[src/rtl/seq_alu_pkg.sv]
// Shared definitions for seq_alu: op-code width, op-code constants and the
// control FSM state encoding.
package seq_alu_pkg;

  localparam int OP_W = 4;

  localparam logic [OP_W-1:0] OP_ADD  = 4'b0000;
  localparam logic [OP_W-1:0] OP_SUB  = 4'b0001;
  localparam logic [OP_W-1:0] OP_AND  = 4'b0010;
  localparam logic [OP_W-1:0] OP_OR   = 4'b0011;
  localparam logic [OP_W-1:0] OP_SLTU = 4'b0100;
  localparam logic [OP_W-1:0] OP_SLL  = 4'b0101;
  localparam logic [OP_W-1:0] OP_SRL  = 4'b0110;
  localparam logic [OP_W-1:0] OP_SRA  = 4'b0111;
  localparam logic [OP_W-1:0] OP_SLT  = 4'b1000;
  localparam logic [OP_W-1:0] OP_MUL  = 4'b1001;

  typedef enum logic [1:0] {
    IDLE = 2'd0,
    BUSY = 2'd1,
    DONE = 2'd2
  } state_e;

endpackage

[src/rtl/seq_alu_mul.sv]
// Iterative shift-add multiplier: one multiplier bit per cycle, WIDTH cycles,
// product is the low WIDTH bits. done pulses during the final iteration.
module seq_alu_mul #(
  parameter int WIDTH = 32
) (
  input  logic             clk,
  input  logic             rst_n,
  input  logic             start,
  input  logic [WIDTH-1:0] a,
  input  logic [WIDTH-1:0] b,
  output logic             done,
  output logic [WIDTH-1:0] product
);

  localparam int CNT_W = $clog2(WIDTH) + 1;

  logic [WIDTH-1:0] a_q, a_d, b_q, b_d, acc_q, acc_d;
  logic [CNT_W-1:0] cnt_q, cnt_d;

  always_comb begin
    a_d   = a_q;
    b_d   = b_q;
    acc_d = acc_q;
    cnt_d = cnt_q;
    if (start) begin
      a_d   = a;
      b_d   = b;
      acc_d = '0;
      cnt_d = CNT_W'(WIDTH);
    end else if (cnt_q != '0) begin
      acc_d = acc_q + (b_q[0] ? a_q : '0);
      a_d   = a_q << 1;
      b_d   = b_q >> 1;
      cnt_d = cnt_q - CNT_W'(1);
    end
  end

  // Result is taken from the next-state accumulator so the product is ready
  // in the same cycle as the last iteration.
  assign done    = (cnt_q == CNT_W'(1));
  assign product = acc_d;

  always_ff @(posedge clk or negedge rst_n) begin
    if (!rst_n) begin
      a_q   <= '0;
      b_q   <= '0;
      acc_q <= '0;
      cnt_q <= '0;
    end else begin
      a_q   <= a_d;
      b_q   <= b_d;
      acc_q <= acc_d;
      cnt_q <= cnt_d;
    end
  end

endmodule

[src/rtl/seq_alu.sv]
// Sequential ALU with valid/ready handshakes. Single-cycle ops complete in one
// cycle; MUL is iterative and only present when SEQ_ALU_MUL_EN is defined.
module seq_alu
  import seq_alu_pkg::*;
#(
  parameter int WIDTH = 32
) (
  input  logic             clk,
  input  logic             rst_n,
  input  logic             in_valid,
  output logic             in_ready,
  input  logic [OP_W-1:0]  op,
  input  logic [WIDTH-1:0] src_a,
  input  logic [WIDTH-1:0] src_b,
  output logic             out_valid,
  input  logic             out_ready,
  output logic [WIDTH-1:0] result,
  output logic             zero,
  output logic             illegal
);

  localparam int SH_W = $clog2(WIDTH);

  state_e           state_q, state_d;
  logic [WIDTH-1:0] result_q, result_d, alu_res, mul_product;
  logic             zero_q, zero_d, illegal_q, illegal_d, alu_ill;
  logic             is_mul, mul_done;
  logic [SH_W-1:0]  shamt;

  assign shamt = src_b[SH_W-1:0];

  always_comb begin
    alu_res = '0;
    alu_ill = 1'b0;
    unique case (op)
      OP_ADD:  alu_res = src_a + src_b;
      OP_SUB:  alu_res = src_a - src_b;
      OP_AND:  alu_res = src_a & src_b;
      OP_OR:   alu_res = src_a | src_b;
      OP_SLTU: alu_res = {{(WIDTH-1){1'b0}}, (src_a < src_b)};
      OP_SLL:  alu_res = src_a << shamt;
      OP_SRL:  alu_res = src_a >> shamt;
      OP_SRA:  alu_res = $unsigned($signed(src_a) >>> shamt);
      OP_SLT:  alu_res = {{(WIDTH-1){1'b0}}, ($signed(src_a) < $signed(src_b))};
      default: alu_ill = 1'b1;
    endcase
  end

`ifdef SEQ_ALU_MUL_EN
  logic mul_start;

  assign is_mul    = (op == OP_MUL);
  assign mul_start = (state_q == IDLE) && in_valid && is_mul;

  seq_alu_mul #(.WIDTH(WIDTH)) u_mul (
    .clk     (clk),
    .rst_n   (rst_n),
    .start   (mul_start),
    .a       (src_a),
    .b       (src_b),
    .done    (mul_done),
    .product (mul_product)
  );
`else
  assign is_mul      = 1'b0;
  assign mul_done    = 1'b0;
  assign mul_product = '0;
`endif

  // NOTE: every always_comb output gets a default first, so no path can
  // leave a value unassigned and infer a latch.
  always_comb begin
    state_d   = state_q;
    result_d  = result_q;
    zero_d    = zero_q;
    illegal_d = illegal_q;
    unique case (state_q)
      IDLE: begin
        if (in_valid) begin
          if (is_mul) begin
            state_d = BUSY;
          end else begin
            result_d  = alu_res;
            zero_d    = (alu_res == '0);
            illegal_d = alu_ill;
            state_d   = DONE;
          end
        end
      end
      BUSY: begin
        if (mul_done) begin
          result_d  = mul_product;
          zero_d    = (mul_product == '0);
          illegal_d = 1'b0;
          state_d   = DONE;
        end
      end
      DONE: begin
        if (out_ready) state_d = IDLE;
      end
      default: state_d = IDLE;
    endcase
  end

  // NOTE: sequential state uses non-blocking assignments so every flop
  // samples pre-edge values regardless of statement order.
  always_ff @(posedge clk or negedge rst_n) begin
    if (!rst_n) begin
      state_q   <= IDLE;
      result_q  <= '0;
      zero_q    <= 1'b0;
      illegal_q <= 1'b0;
    end else begin
      state_q   <= state_d;
      result_q  <= result_d;
      zero_q    <= zero_d;
      illegal_q <= illegal_d;
    end
  end

  assign in_ready  = (state_q == IDLE);
  assign out_valid = (state_q == DONE);
  assign result    = result_q;
  assign zero      = zero_q;
  assign illegal   = illegal_q;

endmodule

[config.mk]
export PLATFORM = sky130hd
export DESIGN_NAME = seq_alu
export DESIGN_NICKNAME = d
export VERILOG_FILES = /design/src/rtl/seq_alu_pkg.sv /design/src/rtl/seq_alu_mul.sv /design/src/rtl/seq_alu.sv
export SDC_FILE = /design/constraint.sdc
export NUM_CORES = 1
export LEC_CHECK = 0
export CAP_MARGIN = 20
export CELL_PAD_IN_SITES_DETAIL_PLACEMENT = 1
export CELL_PAD_IN_SITES_GLOBAL_PLACEMENT = 1
export CORE_UTILIZATION = 45
export CTS_CLUSTER_SIZE = 40
export DETAILED_ROUTE_END_ITERATION = 10
export GPL_ROUTABILITY_DRIVEN = 1
export GPL_TIMING_DRIVEN = 0
export PLACE_DENSITY_LB_ADDON = 0.2
export SLEW_MARGIN = 10
export SYNTH_ARGS = -nofsm -noshare
export SYNTH_HDL_FRONTEND = slang
export SYNTH_SLANG_ARGS = --single-unit
[constraint.sdc]
create_clock -name clk -period 2.3 [get_ports clk]
set_clock_uncertainty 0.05 [all_clocks]
set_input_delay 0.23 -clock clk [delete_from_list [all_inputs] [get_ports clk]]
set_output_delay 0.23 -clock clk [all_outputs]
set_load 0.01 [all_outputs]
==> out/results.txt, run 1 <==
The logs give 1535 for the number of instances in the synthesized netlist and 35 for the clock sink count. Counting flops and latches in the post-synthesis netlist gives 35. The most used flip-flop cell after synthesis is sky130_fd_sc_hd__dfrtp_1. The final weighted congestion of routability-driven global placement was 1.11; the combined global-route utilization of all metal layers was 86.6%. The site row count is 57. The level count of the clock H-tree came out at 2. The pin category terminating the worst setup path after the last repair is a register data pin. The count of input and output buffers is 106, and the count of distinct cell types in the synthesized netlist is 87.

Buffers inserted to repair hold after CTS numbered 0. The width of the chip works out to 161 µm. The share of the synthesized area in the top cell type was 10.7%; the number of top-level pins was 108. The clock passes through at most 2 buffers. The initial utilization of the core area, before any placement, comes to 46.3%. Entering global routing, the biggest net connects 36 pins. The global-route congestion overflow total came out at 330. The run stopped with a tool error. In the synthesized netlist, the cells that appear most often are sky130_fd_sc_hd__nand2_1 (151), sky130_fd_sc_hd__nor2_1 (123), sky130_fd_sc_hd__a21oi_1 (108). The cell with the most instances after synthesis is sky130_fd_sc_hd__nand2_1.

The netlist area before placement was 11400 µm². Terminating stage of the flow: global routing (5_1_grt). The count of flip-flops with a built-in enable after synthesis was 0. The average instance in the mapped netlist occupies 7.41 µm². The run gives 51500 µm as the half-perimeter wire length after placement.

The number of nets handed over by synthesis was 1706. The cell accounting for the most synthesized area was sky130_fd_sc_hd__ha_1. Counting the buffers created by CTS gives 5. In this run the clock root is driven by a sky130_fd_sc_hd__clkbuf_16. After synthesis, the share of flip-flops with an asynchronous set or reset is 100%. Yosys attributes the largest share of cell area to sky130_fd_sc_hd__ha_1 (11%), sky130_fd_sc_hd__mux4_2 (10%), sky130_fd_sc_hd__dfrtp_1 (7.7%). The proportion of synthesized chip area in sequential cells was 7.70%.

The first error in the log reads "[ERROR GRT-0232] Routing congestion too high. Check the congestion heatmap in the GUI". For the number of warnings reported in the yosys synthesis log, the log shows 0. Once global-route timing repair stopped, the endpoint with the least setup slack was zero$_DFFE_PN0P_/D. In this run the vertical extent of the chip is 161 µm.
-- timing repair --
item,4_1_cts
buffers inserted,103
pin swaps,93
hold endpoints to repair,0
gates resized for setup,563
cloned,1
endpoints found under the setup margin,34
-- through the flow --
| stage | instances | setup TNS [ps] | utilization, % | instance area, µm² | setup WS (ps) |
|---|---|---|---|---|---|
| detailed placement | 1967 | -69010 | 54.3 | 13300 | -3610 |
| floorplan | 1535 | -16560 | - | 11800 | -1280 |
| global placement | 1965 | -67060 | 54.2 | 13300 | -3390 |
| CTS | 2070 | -19820 | 65.0 | 16000 | -1540 |
-- routing by layer --
metal	track usage, %	overflow
met1	86.7	9
met2	99.4	213
met3	75.6	11
met5	43.6	0
met4	86.8	97
-- cells by family after synthesis --
group | count (synthesis) | share of synthesized area [%]
xor gates and xnor gates | 12 | 0.924
and+or+nand+nor | 467 | 19.5
AOI/OAI and AO/OA | 507 | 30.6
muxes | 172 | 21.3
DFF | 35 | 7.70
buffers and inverters | 243 | 8.96
adders and majority gates | 99 | 11.0
==> run 2: changes to the inputs <==
CELL_PAD_IN_SITES_DETAIL_PLACEMENT = unset   (was 1)
CELL_PAD_IN_SITES_GLOBAL_PLACEMENT = unset   (was 1)
CORE_UTILIZATION = 35   (was 45)
CTS_CLUSTER_SIZE = unset   (was 40)
PLACE_DENSITY_LB_ADDON = 0.15   (was 0.2)
==> out/results.txt, run 2 <==
Data on the critical path arrives at its endpoint at 3950 ps. The tools report the worst reg2reg path startpoint as state_q[1]. The run gives 35.8% (-10 points) as the starting utilization of the core area. The worst setup path is of the in2reg kind. 0 antenna diodes ended up in the layout.

The net switching share of the total power works out to 47.4%. The initial antenna violation count was 0; the share of final-layout standard cells stronger than drive strength 1 was 38.7%. The total area inside the core boundary comes to 31700 µm². Cells fill 54.7% of the core in the end.

Remaining antenna violation count: 0. Of the total power, the clock network draws 12.4%. Site row count: 65 (+14%). The first detailed-routing pass ran for 6 iterations. The clock slew seen by the registers of the worst setup and hold paths was 60 ps; the width of the chip was 182 µm (+13%). Across all hold checks on the routed design, the worst slack comes to 435 ps. The first global-routing pass estimated 100000 µm of wire. The internal power of the cells totals 3.33 mW.

The die height was 182 µm (+13%). Setup repair after global routing could not meet its margin everywhere. In this run the most critical hold path is launched from result[6]. At the end of the flow, the number of nets in the layout was 1978.

Among all cell types in the netlist, the one instantiated most often is sky130_fd_sc_hd__nand2_1. The run gives -3590 ps (+23.3 ps) as the worst slack after detailed placement. The run gives 262 MHz as the maximum achievable frequency. After detailed routing, the average wire length per cell comes to 31.8 µm.

Leaving out fill and tap cells, the most frequent cell in the layout is sky130_fd_sc_hd__nand2_1. Share of the synthesized area in the top cell type: 10.7% (unchanged). The area of combinational cells with multiple inputs came out at 11500 µm². The maximum number of buffers from clock root to sink came out at 2 (unchanged). Async set-or-reset flop fraction in the synthesized netlist: 100% (unchanged). The count of flip-flops with a built-in enable after synthesis was 0 (unchanged); the mean instance size in the synthesized netlist was 7.41 µm² (unchanged).

The number of instances in the synthesized netlist was 1535 (unchanged); the final weighted congestion of routability-driven global placement was 1.02 (-8.3%). The run gives -23170 ps as the setup TNS. The final critical path time including I/O delays and setup works out to 3810 ps. From synthesis to final layout, the design area changed by 52.5%. The share of total power dissipated in combinational logic is 74.5%.

The tools report the number of top-level pins as 108 (unchanged). The tree is rooted in a sky130_fd_sc_hd__clkbuf_16. At the pin with the least slew margin, the transition time is 845 ps.

The netlist area before placement is 11400 µm² (unchanged), and the final number of max-transition violations is 0. In the final layout, flip-flops and latches occupy 876 µm². Measured against its own limit, the worst slew margin works out to 43.5%. The power density over the cells is 365 nW/µm², and the level count of the clock H-tree is 2 (unchanged). The final critical-path share of the clock period came out at 166%. The number of clock buffers inserted by TritonCTS is 5 (unchanged), and the total nets after synthesis is 1706 (unchanged). The run gives 87 (unchanged) as the count of distinct cell types in the synthesized netlist. Tracing the worst setup path back leads to its startpoint at src_b[4]. Number of fill cells: 2990. The combined global-route utilization of all metal layers was 41.5%. The analysis attributes to cell leakage a power of 7.07 nW.

In the routed design, unresolved DRC markers number 0. The count of input and output buffers came out at 106 (unchanged). The reported max-cap violation count is 0. The run finished, with violations left. Dividing the detail-routed via count by the number of cells gives 6.84. The worst-case IR drop observed on VDD is 0.325 mV.

For this run, the leading register cell type out of synthesis is sky130_fd_sc_hd__dfrtp_1. In this run the worst path has a maximum fanout of 4. The slack of the critical path is -1510 ps, and the total via count after detailed routing is 15100.

The final-report setup violation count was 32; the proportion of synthesized chip area in sequential cells was 7.70% (unchanged). Global routing finished with a remaining overflow of 0. The run gives 0 as the final count of hold timing violations. The data required time at the worst endpoint came out at 2440 ps.

TritonCTS built the clock tree. Sorting the synthesized cells by area gives the leading types as sky130_fd_sc_hd__ha_1 (11%), sky130_fd_sc_hd__mux4_2 (10%), sky130_fd_sc_hd__dfrtp_1 (7.7%). The cell area after placement was 13400 µm² (+0.78%). Leaving out fill and tap cells, the most frequent cells in the layout are sky130_fd_sc_hd__nand2_1 (140), sky130_fd_sc_hd__buf_4 (137), sky130_fd_sc_hd__nor2_1 (106).

Sequential cells account for 13.2% of the total power. Sorting the synthesized cells by how often they occur yields sky130_fd_sc_hd__nand2_1 (151), sky130_fd_sc_hd__nor2_1 (123), sky130_fd_sc_hd__a21oi_1 (108). The synthesized design spends more area on one cell type than any other, namely sky130_fd_sc_hd__ha_1. The area of the die was 33200 µm²; the via count of the first global-routing pass was 14300. For the number of warnings reported in the yosys synthesis log, the log shows 0 (unchanged). Worst hold path class: reg2reg. Once layout is complete, the cells apart from fillers number 2210.

The register with the most flip-flops in the layout has 32 of them. The half-perimeter wire length after placement came out at 53000 µm (+2.9%). With fillers left out, the area of the finished cells amounts to 17300 µm². The number of synthesized register bits is 35 (unchanged). STA classifies the critical path endpoint as a flip-flop.

STA classifies the critical path startpoint as an input pin. The tools report the post-placement cell count as 2045 (+4.0%). For the iteration-0 DRC count of the detailed router, the log shows 1925. The switching component of the power was 3.00 mW; the clock sink count was 35 (unchanged). The logs give 290 ps for the clock latency at the later pin of the worst-skew pair and 70400 µm for the detailed-route wire length.

After layout, the design draws a total of 6.34 mW. Entering global routing, the biggest net connects 36 pins. The final reports fail on negative setup slack.
[run 2: cell counts after synthesis]
No cell type changed its count.
[run 2: power by group through the flow]
stage / Combinational, mW / Clock [mW] / Sequential, mW
floorplan: 2.02 / 0 / 0.908
global placement: 3.52 / 0 / 0.839
detailed placement: 3.50 / 0 / 0.846
CTS: 4.25 / 0.790 / 0.837
global route: 4.91 / 0.831 / 0.855
finish: 4.72 / 0.783 / 0.836
[run 2: cell families after synthesis]
logic type      after synthesis  synth area share [%]
compound gates              507                  30.6
xor+xnor                     12                 0.924
fa+ha+maj                    99                  11.0
buf+inv                     243                  8.96
flops                        35                  7.70
mux                         172                  21.3
simple gates                467                  19.5
[run 2: worst paths after layout]
kind / to / slack (ps) / cells past startpoint
worst max-delay path: zero / -1510 / 18
worst min-delay path: result[6] / 430 / 2
worst max register to register: zero / 50 / 9
worst min register to register: result[6] / 430 / 2
max in group asynchronous: result[12] / 1170 / 2
min in group asynchronous: result[0] / 510 / 2
[run 2: layout make-up]
class                           count  area share (%)
Buffer                            130            8.00
Clock buffer                        5           0.721
Clock inverter                      3           0.253
Inverter                          104            2.53
Multi-Input combinational cell   1257            66.3
Sequential cell                    35            5.05
Tap cell                          402            2.90
Timing Repair Buffer              274            14.3
[run 2: routing by layer]
metal	share of wire [%]	global-route usage [%]	up-vias
li1	-	-	6341
met3	12	11.8	241
met1	41	55.7	7432
met4	6.0	18.1	2
met5	0.13	2.07	-
met2	41	61.5	1090
[run 2: repair_timing]
item	CTS	global route
endpoints found under the hold margin	8	0
setup buffers	107	69
pin swaps	103	79
endpoints found under the setup margin	34	33
hold buffers	1	0
gates resized for setup	615	167
[run 2: critical path, stage by stage]
cell	delay, ps
sky130_fd_sc_hd__buf_8	70
sky130_fd_sc_hd__buf_8	110
sky130_fd_sc_hd__clkinvlp_4	150
sky130_fd_sc_hd__clkbuf_16	190
sky130_fd_sc_hd__clkbuf_16	150
sky130_fd_sc_hd__ha_4	220
sky130_fd_sc_hd__buf_6	130
sky130_fd_sc_hd__o211ai_1	130
sky130_fd_sc_hd__o21ai_2	190
sky130_fd_sc_hd__a2111oi_4	460
sky130_fd_sc_hd__nor2_2	90
sky130_fd_sc_hd__a221o_1	310
sky130_fd_sc_hd__a221o_1	360
sky130_fd_sc_hd__a221oi_4	330
sky130_fd_sc_hd__nand2_1	140
sky130_fd_sc_hd__nor4_4	300
sky130_fd_sc_hd__nand4_1	140
sky130_fd_sc_hd__o41ai_2	210
No activity file was read; power rests on OpenSTA's default activity.
